**config.mk**
```make
export PLATFORM = sky130hd
export DESIGN_NAME = alu16_registered
export DESIGN_NICKNAME = d
export VERILOG_FILES = /design/src/rtl/alu16_registered.sv
export SDC_FILE = /design/constraint.sdc
export NUM_CORES = 1
export LEC_CHECK = 0
export ABC_CLOCK_PERIOD_IN_PS = 134400
export CORE_MARGIN = 1.5
export CORE_UTILIZATION = 53
export CTS_BUF_LIST = sky130_fd_sc_hd__clkbuf_4
export CTS_CLUSTER_DIAMETER = 80
export DETAILED_ROUTE_END_ITERATION = 12
export MAX_ROUTING_LAYER = met4
export PLACE_DENSITY = 0.78
export SETUP_SLACK_MARGIN = 0.3
export SLEW_MARGIN = 10
export SYNTH_ARGS = -nofsm -noshare
export SYNTH_HDL_FRONTEND = slang
export SYNTH_SLANG_ARGS = --single-unit
```
**constraint.sdc**
```tcl
create_clock -name clk -period 134.4 [get_ports clk]
set_input_delay 33.6 -clock clk [delete_from_list [all_inputs] [get_ports clk]]
set_output_delay 33.6 -clock clk [all_outputs]
set_load 0.02 [all_outputs]
```
**src/rtl/alu16_registered.sv**
```systemverilog
// 16-bit unsigned ALU with a one-hot function-class flag decode and a
// single-cycle registered copy of the result with a valid bit.
module alu16_registered #(
  parameter int WIDTH = 16
) (
  input  logic             clk,
  input  logic             rst,
  input  logic [WIDTH-1:0] A,
  input  logic [WIDTH-1:0] B,
  input  logic [3:0]       ALU_FUN,
  output logic [WIDTH-1:0] ALU_OUT,
  output logic             Arith_Flag,
  output logic             Logic_Flag,
  output logic             CMP_Flag,
  output logic             Shift_Flag,
  output logic [WIDTH-1:0] ALU_OUT_REG,
  output logic             OUT_VALID
);

  // Function encoding; the numeric values are the ALU_FUN codes.
  typedef enum logic [3:0] {
    OP_ADD  = 4'd0,
    OP_SUB  = 4'd1,
    OP_MUL  = 4'd2,
    OP_DIV  = 4'd3,
    OP_AND  = 4'd4,
    OP_OR   = 4'd5,
    OP_NAND = 4'd6,
    OP_NOR  = 4'd7,
    OP_XOR  = 4'd8,
    OP_XNOR = 4'd9,
    OP_EQ   = 4'd10,
    OP_GT   = 4'd11,
    OP_LT   = 4'd12,
    OP_SHR  = 4'd13,
    OP_SHL  = 4'd14,
    OP_NOP  = 4'd15
  } op_t;

  logic [WIDTH-1:0] all_ones;
  logic             op_valid;

  assign all_ones = '1;
  assign op_valid = (ALU_FUN != OP_NOP);

  // Result datapath: every operation is evaluated from the current inputs,
  // truncated to WIDTH bits; divide by zero saturates to all ones.
  always_comb begin
    ALU_OUT = '0;
    case (ALU_FUN)
      OP_ADD:  ALU_OUT = A + B;
      OP_SUB:  ALU_OUT = A - B;
      OP_MUL:  ALU_OUT = A * B;
      OP_DIV:  ALU_OUT = (B == '0) ? all_ones : (A / B);
      OP_AND:  ALU_OUT = A & B;
      OP_OR:   ALU_OUT = A | B;
      OP_NAND: ALU_OUT = ~(A & B);
      OP_NOR:  ALU_OUT = ~(A | B);
      OP_XOR:  ALU_OUT = A ^ B;
      OP_XNOR: ALU_OUT = ~(A ^ B);
      OP_EQ:   ALU_OUT = (A == B) ? WIDTH'(1) : '0;
      OP_GT:   ALU_OUT = (A > B)  ? WIDTH'(2) : '0;
      OP_LT:   ALU_OUT = (A < B)  ? WIDTH'(3) : '0;
      OP_SHR:  ALU_OUT = A >> 1;
      OP_SHL:  ALU_OUT = A << 1;
      default: ALU_OUT = '0;
    endcase
  end

  // Class flags depend on the opcode only, never on the result value.
  always_comb begin
    Arith_Flag = 1'b0;
    Logic_Flag = 1'b0;
    CMP_Flag   = 1'b0;
    Shift_Flag = 1'b0;
    if (ALU_FUN <= OP_DIV) begin
      Arith_Flag = 1'b1;
    end else if (ALU_FUN <= OP_XNOR) begin
      Logic_Flag = 1'b1;
    end else if (ALU_FUN <= OP_LT) begin
      CMP_Flag = 1'b1;
    end else if (ALU_FUN <= OP_SHL) begin
      Shift_Flag = 1'b1;
    end
  end

  // Registered copy of the result; NOP cycles capture zero with valid low.
  always_ff @(posedge clk) begin
    if (rst) begin
      ALU_OUT_REG <= '0;
      OUT_VALID   <= 1'b0;
    end else begin
      ALU_OUT_REG <= ALU_OUT;
      OUT_VALID   <= op_valid;
    end
  end

endmodule

```
======== Yosys cells after proc, flatten, opt, wreduce, memory -nomap -nowiden ========
Index checks and enable logic that the tools add are counted.
operators by class
  divide/modulo/power cells ............... 1
  bitwise gates (word level) .............. 6
  order comparisons ....................... 6
  multiplexer cells ....................... 15
  reduce and logical (&&, ||, !) cells .... 2
  add/subtract/negate cells ............... 2
  eq/ne operators ......................... 16
  $mul .................................... 1
operators by type and width
  operator              count
  $pmux W16 S15         1
  $not A16 Y16          3
  $eq A4 B4 Y1 const B  7
  $add A16 B16 Y16      1
  $and A16 B16 Y16      1
  $div A16 B16 Y16      1
  $eq A16 B16 Y1        1
  $eq A4 B3 Y1 const B  4
  $gt A16 B16 Y1        1
  $logic_not A16 Y1     1
  $lt A16 B16 Y1        1
  $mul A16 B16 Y16      1
  $mux W16              1
  $or A16 B16 Y16       1
  $sub A16 B16 Y16      1
  $xor A16 B16 Y16      1
  $le A4 B4 Y1 const B  3
  $mux W1               11
  $eq A4 B2 Y1 const B  2
  $eq A4 B1 Y1 const B  1
  $le A4 B2 Y1 const B  1
  $logic_not A4 Y1      1
  $mux W2               2
  $ne A4 B4 Y1 const B  1
word-level totals
  output and inout bits ................... 37
  flip-flop bits (word level) ............. 17
  word-level logic and storage cells ...... 51
  input bits .............................. 38

======== Depth between registers and ports, before layout ========
Gate-level depths: netlist of run 1.
  word-level depth ........................ 5
  gate-level depth with buffers ........... 134
  depth with buffers taken out ............ 125

======== Least setup slack after synthesis of run 1 ========
OpenSTA, ideal clock, no wires.
  path type ............................... input-to-output
  from .................................... input port B[0]
  to ...................................... output port ALU_OUT[0]
  path buffers ............................ 6
  data required time ...................... 100800 ps
  path slack .............................. 41523 ps
  arrival ................................. 59277 ps
  cell stages on the path ................. 116
  cells stage by stage .................... clkinv_1 -> ha_1 -> o21ai_0 -> nor2_1 -> nor2_1 -> a21oi_1 -> ha_1 -> o21a_1 -> o21bai_1 -> nor3_1 -> or2_2 -> ha_1 -> nand2_1 -> o21ai_0 -> nand3_1 -> o21ai_1 -> o21ai_0 -> ha_1 -> [... 80 more ...] -> ha_1 -> or3_1 -> o22ai_1 -> o21ai_0 -> a221o_1 -> a21o_1 -> a41oi_1 -> nand2_1 -> a2111oi_0 -> a211oi_1 -> ha_1 -> and4_1 -> a21oi_1 -> a21oi_1 -> a2111oi_0 -> o221ai_1 -> a31oi_1 -> o21ai_0
on the way
  longest elaborated chain between the ends .. 3
  elaborated cells on any way between the ends .. 17
  those cells by class .................... add/sub: 2; mul: 1; div: 1; order compare: 1; eq/ne: 1; mux: 4; bitwise: 6; reduce/logical: 1
RTL lines
  item                                            line  text
  start: declaration                              9     input logic [WIDTH-1:0] B,
  $div A16 B16 Y16, or another cell as far along  54    OP_DIV: ALU_OUT = (B == '0) ? all_ones : (A / B);
  $mux W16, or another cell as far along          54
  $pmux W16 S15 (*)                               50    case (ALU_FUN)
  end: declaration                                11    output logic [WIDTH-1:0] ALU_OUT,
Every way passes the cells marked *; elsewhere a longest branch is shown, timed or not.

======== Worst setup path after layout of run 1 ========
  from .................................... input port B[12]
  to ...................................... output port ALU_OUT[0]
on the way
  longest elaborated chain between the ends .. 3
  elaborated cells on any way between the ends .. 8
  those cells by class .................... div: 1; order compare: 1; eq/ne: 1; mux: 4; reduce/logical: 1
RTL lines
  item                                            line
  $div A16 B16 Y16, or another cell as far along  54
  $mux W16, or another cell as far along          54
  $pmux W16 S15 (*)                               50
Marks and branches as above.

==> metrics.yaml, run 1 <==
start_util: 0.537
maxCapViolations: 0
via_per_inst: 6.70
postCtsSetupRepairBufs: 0
fp-row-count: 60
syn2layout_area_growth_pct: 7.94
routed_wl_um: 57600
async_flop_share: 0
final_cells: 2372
cp_common_cell: "ha_1"
slowest_delay_ps: 750
hpwl_um: 44300
hp-class: "primary input to flop"
synth_edf_count: 0
crit_fanout: 24
synth_most_common_cell: "ha_1"
arrival_ps: 65570
gp_congestion: 1.05
start_kind: "primary input"
hold_viol: 0
synth_area_um2: 14400
setup_ws_ps: 35230
dieArea_um2: 28300
timing.fmax_ghz: 0.0101
drive_gt1_frac: 0.0533
multi_input_area_um2: 13000
worstHoldStart: "ALU_FUN[3]"
fp.coreArea_um2: 26900
port_buffers: 74
cts_tree: "built"
rsz0062_at_grt: "no"
post_cts_resized: 0
grt_use_total: 0.415
setup_viol: 0
power.density_nw_per_um2: 10.6
fin_total_pwr_uw: 166
critPathSlowestCell: "o21bai_1"
syn-mean-instance-area_um2: 7.23
clock-sinks: 17
cts_buffer_depth: 2
startpoint: "B[12]"
critical_path_class: "primary input to output port"
path_clk_slew_ps: 100
cts_made_buffers: 3
ys_warn_count: 0
ys_types: 88
fillers: 2532
ios: 75
min_path_cells: 4
ys_seq_area_frac: 0.0236
ys_ff_latch: 17
ys.flop_type: "dfxtp_1"
peakVddDrop_v: 0.0000172
clockRootBuffer: "clkbuf_4"
min_period_ps: 99170
grt_pass1_vias: 15600
slew_violations: 0
wl_per_cell_um: 24.3
drt_iter0_markers: 1989
tightest_slew_ps: 1220
gr-total-overflow: 0
fin_crit_sh: 0.738
cp-end-kind: "output port"
synth_area_leader_cell: "ha_1"
vias: 15900
grt_antenna_before_repair: 3
die_width_um: 168
yosys-top-cells-count: "236 x ha_1, 209 x nand2_1, 185 x inv_1"
htreeDepth: 1
cts_hold_buf: 0
hold_ws_ps: 34260
synthesis.nets: 2355
nets: 2385
place_ws_ps: 36000
postRouteAntennaNets: 0
grt_max_degree: 43
firstDrtPassIters: 7
die-height_um: 168
regArea_um2: 340
numPlacedInstances: 2365
p_leak_uw: 0.00709
synth_area_leaders: "ha_1 20%, fa_1 11%, nand2_1 5.4%"
synth_cells: 1999
netlist.area_leader.share: 0.204
worst_slew_margin_rel: 0.178
grt_pass1_wl_um: 88700
tns_ps: 0
worst-endpoint-required_ps: 100800
status: "complete, no violations"
drc: 0
-- worst paths after layout --
path | slack [ps] | end
setup / recovery | 35230 | ALU_OUT[0]
hold / removal | 34260 | ALU_OUT_REG[1]$_SDFF_PP0_
-- layout make-up --
type / count / area share
Tap cell: 341 / 0.0274
Sequential cell: 17 / 0.0218
Timing Repair Buffer: 112 / 0.0658
Multi-Input combinational cell: 1704 / 0.837
Clock buffer: 3 / 0.00144
Inverter: 191 / 0.0460
Clock inverter: 1 / 0.000321
Antenna cell: 3 / 0.000482
-- routing by layer --
metal  wire length, um  up-vias  GRT usage
li1                  -     7224          -
met1             23400     7489      0.527
met2             24900      964      0.644
met3              6270      210     0.0776
met4              2950        0      0.180
met5                 0        -          -
-- flip-flops by register name, indices dropped and copies added, names as in the netlist --
register	cells
OUT_VALID	1
ALU_OUT_REG	16
-- worst max-delay path, delay by kind of cell --
| kind | cells | cell delay (ps) |
|---|---|---|
| buffers and inverters | 8 | 2100 |
| multiplexers | 4 | 1400 |
| AND/OR/NAND/NOR | 27 | 6250 |
| adder cells (fa/ha/maj) | 15 | 4680 |
| AO/OA/AOI/OAI | 57 | 17520 |
-- cell families (layout without fill, tap and decap cells) --
logic type / after synthesis / in the layout / share of synthesized area
AND/OR/NAND/NOR: 662 / 662 / 0.216
AO/OA/AOI/OAI: 577 / 577 / 0.276
adder cells (fa/ha/maj): 318 / 318 / 0.318
buffers and inverters: 278 / 307 / 0.0736
XOR/XNOR: 122 / 122 / 0.0740
multiplexers: 25 / 25 / 0.0185
flip-flops: 17 / 17 / 0.0236
other: 0 / 3 / 0
-- report_power, final --
group | internal (uW) | switching [uW] | total [uW]
Sequential | 5.79 | 0.150 | 5.94
Clock | 1.10 | 1.51 | 2.62
Combinational | 64.2 | 92.8 | 157
Total | 71.1 | 94.5 | 166
-- metrics by stage --
| stage | cell area, um^2 | utilization |
|---|---|---|
| global route | 15600 | 0.580 |
| global placement | 15600 | 0.579 |
| CTS | 15600 | 0.580 |
| floorplan | 14400 | - |
| finish | 15600 | 0.580 |
| detailed placement | 15600 | 0.579 |
-- cell usage in the layout (no fill, tap or decap), types with 14 or more instances in the layout --
master / netlist / final
nand2b_1: 18 / 18
inv_1: 185 / 185
nand3_1: 48 / 48
dfxtp_1: 17 / 17
xor2_1: 33 / 33
a31oi_1: 30 / 30
nor2_1: 177 / 177
o21a_1: 35 / 35
o22ai_1: 20 / 20
o21ai_0: 102 / 102
or3_1: 21 / 21
a21oi_1: 119 / 119
ha_1: 236 / 236
fa_1: 82 / 82
or2_2: 19 / 19
a21o_1: 38 / 38
o21bai_1: 17 / 17
and2_1: 26 / 26
nor2b_1: 21 / 21
nand2_1: 209 / 209
xnor2_1: 89 / 89
a211oi_1: 28 / 28
and3_1: 14 / 14
clkdlybuf4s50_1: 0 / 74
buf_4: 2 / 38
o211ai_1: 19 / 19
a22oi_1: 24 / 24
nor3_1: 58 / 58
No activity file was read; power rests on OpenSTA's default activity.
==> run 2: changes to the inputs <==
Settings changed: ABC_CLOCK_PERIOD_IN_PS 134400 to 98000.
Clock period 134.4 ns to 98 ns, I/O delays scaled along.
==> metrics.yaml, run 2 (synthesis gave the netlist of run 1 again) <==
status: "complete, no violations"
power.density_nw_per_um2: 14.6  # +38%
die_width_um: 168  # unchanged
tightest_slew_ps: 1140  # -79.7 ps
fp-row-count: 60  # unchanged
antennaDiodeCount: 0  # -3
arrival_ps: 57680  # -7890 ps
top_layer: "met4"
slowest_delay_ps: 850  # +100 ps
cp_common_cell: "ha_1"
hold_viol: 0  # unchanged
gp_congestion: 1.05  # +0.26%
cts_tree: "built"
largest_reg_flops: 16  # unchanged
largestRegisters: "ALU_OUT_REG x16, OUT_VALID x1"
grt_pass1_wl_um: 84300  # -5.0%
final_cell_mix: "236 x ha_1, 209 x nand2_1, 185 x inv_1"
vias: 15900  # +0.36%
largest-register: "ALU_OUT_REG"
cts_buffer_depth: 2  # unchanged
wl_met3_um: 7170  # +14%
met2WireLength_um: 22900  # -7.9%
drt_iter0_markers: 1806  # -9.2%
worst-endpoint-required_ps: 73500  # -27300 ps
hp-class: "primary input to flop"
hpwl_um: 41900  # -5.4%
grt_pass1_vias: 15300  # -1.6%
port_buffers: 74  # unchanged
peakVddDrop_v: 0.0000234  # +36%
rsz0062_at_grt: "no"
ios: 75  # unchanged
critical_path_class: "primary input to output port"
utilization: 0.578  # -0.00168
p_leak_uw: 0.00707  # -0.34%
path_clk_slew_ps: 90  # about the same
crit_buf_inv: 7  # -1
gr-total-overflow: 0  # unchanged
clockRootBuffer: "clkbuf_4"
slew_violations: 0  # unchanged
postRouteAntennaNets: 0  # unchanged
grt_antenna_before_repair: 0  # -3
timing.fmax_ghz: 0.0122
wl_per_cell_um: 23.0  # -5.2%
crit_fanout: 24  # unchanged
routed_wl_um: 54400  # -5.5%
via_per_inst: 6.74  # +0.70%
post_cts_resized: 0  # unchanged
firstDrtPassIters: 9  # +2
fp.coreArea_um2: 26900  # unchanged
die-height_um: 168  # unchanged
postCtsSetupRepairBufs: 0  # unchanged
setup_viol: 0  # unchanged
cts_hold_buf: 0  # unchanged
fin_crit_sh: 0.839
drive_gt1_frac: 0.0509  # -0.00234
path_delay_family: "compound AO/OA/AOI/OAI gates"
wl_met1_um: 21300  # -9.0%
start_kind: "primary input"
drc: 0  # unchanged
dieArea_um2: 28300  # unchanged
start_util: 0.537  # unchanged
cp-end-kind: "output port"
min_period_ps: 82180
tns_ps: 0  # unchanged
syn2layout_area_growth_pct: 7.63
hold_ws_ps: 25140  # -9120 ps
grt_max_degree: 43  # unchanged
cts_made_buffers: 3  # unchanged
clock-sinks: 17  # unchanged
grt_use_total: 0.390  # -0.0248
htreeDepth: 1  # unchanged
maxCapViolations: 0  # unchanged
fillers: 2554  # +0.87%
nets: 2380  # -0.21%
layout_commonest_cell: "ha_1"
critPathSlowestCell: "o31ai_1"
worst_slew_margin_rel: 0.232  # +0.0536
## run 2: cell types whose count changed in the layout (fill, tap and decap cells not counted), sizes merged
cell / delta
buf: -5
diode: -3
## run 2: cell type report
type	instances	area, um^2	share of cell area
well taps	341	427	0.0274
inverters	191	717	0.0461
multi-input cells	1704	13000	0.839
flip-flops and latches	17	340	0.0219
repair buffers	107	988	0.0636
clock buffers	3	22.5	0.00145
clock inverters	1	5.00	0.000322
## run 2: final timing paths
path / start / end / slack, ps / cells after the start
worst min-delay path: rst / ALU_OUT_REG[1]$_SDFF_PP0_ / 25140 / 3
worst max-delay path: B[8] / ALU_OUT[0] / 15820 / 107
## run 2: where the power goes
group          leakage, uW  total, uW  internal, uW  switching (uW)
clock network    0.0000177       3.58          1.52            2.06
registers         0.000141       8.17          7.95           0.227
logic              0.00691        216          87.5             128
## run 2: through the flow
stage / worst slack (ps) / area (um^2) / power, uW / cells
floorplan: 23320 / 14400 / 158 / 1999
global placement: 18510 / 15500 / 216 / 2360
detailed placement: 17010 / 15500 / 219 / 2360
CTS: 16900 / 15500 / 224 / 2364
global route: 13990 / 15500 / 248 / 2364
finish: 15820 / 15500 / 227 / 2364
## run 2: per-layer routing
layer | up-vias | GRT usage
li1 | 7211 | -
met1 | 7412 | 0.489
met2 | 1093 | 0.599
met3 | 228 | 0.0860
met4 | 0 | 0.181
met5 | - | -
==> run 3: changes to the inputs <==
Settings changed: ABC_CLOCK_PERIOD_IN_PS 98000 to 67100, PLACE_DENSITY 0.78 to 0.81.
Clock period 98 ns to 67.1 ns, I/O delays scaled along.
==> metrics.yaml, run 3 (synthesis gave the netlist of run 1 again) <==
status: "complete, no violations"
grt_antenna_before_repair: 2  # +2
cts_tree: "built"
hold_viol: 0  # unchanged
fin_total_pwr_uw: 331  # +46%
clockRootBuffer: "clkbuf_4"
hp-class: "primary input to flop"
drc: 0  # unchanged
critPathSlowestCell: "clkdlybuf4s50_1"
worst_slew_margin_rel: 0.201  # -0.0307
clock-sinks: 17  # unchanged
port_buffers: 74  # unchanged
crit_fanout: 24  # unchanged
fin_crit_sh: 0.966
worst-endpoint-required_ps: 50330  # -23170 ps
largest_reg_flops: 16  # unchanged
fp-row-count: 60  # unchanged
startpoint: "B[8]"
path_clk_slew_ps: 100  # about the same
slowest_delay_ps: 780  # -70 ps
rsz0062_at_grt: "no"
utilization: 0.581  # +0.00303
layout_commonest_cell: "ha_1"
final_cell_mix: "236 x ha_1, 209 x nand2_1, 185 x inv_1"
ios: 75  # unchanged
firstDrtPassIters: 8  # -1
tns_ps: 0  # unchanged
slew_violations: 0  # unchanged
grt_pass1_vias: 15500  # +1.5%
timing.fmax_ghz: 0.0154
cp_common_cell: "ha_1"
syn2layout_area_growth_pct: 8.19
htreeDepth: 1  # unchanged
cts_made_buffers: 3  # unchanged
fp.coreArea_um2: 26900  # unchanged
die-height_um: 168  # unchanged
wl_per_cell_um: 24.6  # +7.1%
cp-end-kind: "output port"
grt_max_degree: 43  # unchanged
die_width_um: 168  # unchanged
cts_buffer_depth: 2  # unchanged
drt_iter0_markers: 1851  # +2.5%
nets: 2382  # +0.084%
postRouteAntennaNets: 0  # unchanged
tightest_slew_ps: 1190  # +45.7 ps
start_util: 0.537  # unchanged
p_leak_uw: 0.00709  # +0.39%
min_period_ps: 64800
hpwl_um: 44800  # +6.7%
peakVddDrop_v: 0.0000352  # +50%
vias: 16100  # +0.83%
start_kind: "primary input"
arrival_ps: 48020  # -9660 ps
maxCapViolations: 0  # unchanged
cp-endpoint: "ALU_OUT[0]"
setup_viol: 0  # unchanged
routed_wl_um: 58300  # +7.2%
power.density_nw_per_um2: 21.2  # +45%
via_per_inst: 6.79  # +0.66%
largest-register: "ALU_OUT_REG"
gp_congestion: 1.08  # +3.3%
gr-total-overflow: 0  # unchanged
largestRegisters: "ALU_OUT_REG x16, OUT_VALID x1"
cts_hold_buf: 0  # unchanged
grt_pass1_wl_um: 88900  # +5.4%
drive_gt1_frac: 0.0548  # +0.00390
dieArea_um2: 28300  # unchanged
critical_path_class: "primary input to output port"
grt_use_total: 0.417  # +0.0273
[run 3: cell count changes in the layout (fill, tap and decap cells not counted), moves of 2 or more]
| cell | before | now |
|---|---|---|
| a2111oi_0 | 9 | 7 |
| a2111oi_1 | 0 | 2 |
| buf_4 | 33 | 35 |
| diode_2 | 0 | 2 |
[run 3: where the power goes]
group	leakage, uW	internal [uW]	switching [uW]
clock	0.0000140	2.27	3.34
combinational	0.00694	128	186
sequential	0.000141	11.6	0.390
total	0.00709	142	190
[run 3: metrics by stage]
stage / hold WS, ps / instances / worst slack [ps] / area, um^2
final: 17460 / 2368 / 2300 / 15600
after global routing: 17440 / 2368 / 273 / 15600
after CTS: 17420 / 2366 / 1490 / 15600
after detailed placement: 17570 / 2362 / 1610 / 15500
after global placement: 17570 / 2362 / 2850 / 15500
after floorplan: 17070 / 1999 / 7870 / 14400
[run 3: routing by layer]
layer  GRT usage  vias to the layer above  wire [um]
li1            -                     7238          -
met1       0.537                     7617      23700
met2       0.639                      987      24900
met3      0.0785                      234       6740
met4       0.181                        0       2990
met5           -                        -          0
[run 3: worst min-delay path by stage]
stage,from,endpoint,slack [ps],cells after the start
6_report,ALU_FUN[3],ALU_OUT_REG[1]$_SDFF_PP0_,17460,4
5_1_grt,ALU_FUN[3],ALU_OUT_REG[1]$_SDFF_PP0_,17440,4
4_1_cts,ALU_FUN[3],ALU_OUT_REG[1]$_SDFF_PP0_,17420,4
3_5_place_dp,ALU_OUT_REG[8]$_SDFF_PP0_,ALU_OUT_REG[8],17570,1
3_3_place_gp,ALU_OUT_REG[9]$_SDFF_PP0_,ALU_OUT_REG[9],17570,1
2_1_floorplan,A[13],ALU_OUT_REG[14]$_SDFF_PP0_,17070,4
[run 3: worst max-delay path, delay by kind of cell]
kind	cells	cell delay, ps
adders and majority gates	15	4730
and+or+nand+nor	26	5600
AOI/OAI and AO/OA	58	17970
muxes	4	1300
buffers and inverters	5	1610
[run 3: area by class of cell]
class / instances / area (um^2)
antenna: 2 / 5.00
clock buffer: 3 / 22.5
clock inverter: 1 / 7.51
fill: 2553 / 11200
inverter: 191 / 717
multi-input combinational: 1704 / 13100
sequential: 17 / 340
tap: 341 / 427
timing repair buffer: 109 / 1010
[run 3: what timing repair did]
| item | in CTS | in global routing |
|---|---|---|
| gates resized for setup | 0 | 12 |
| hold endpoints to repair | 0 | 0 |
| buffers inserted | 0 | 0 |
| setup endpoints to repair | 0 | 1 |
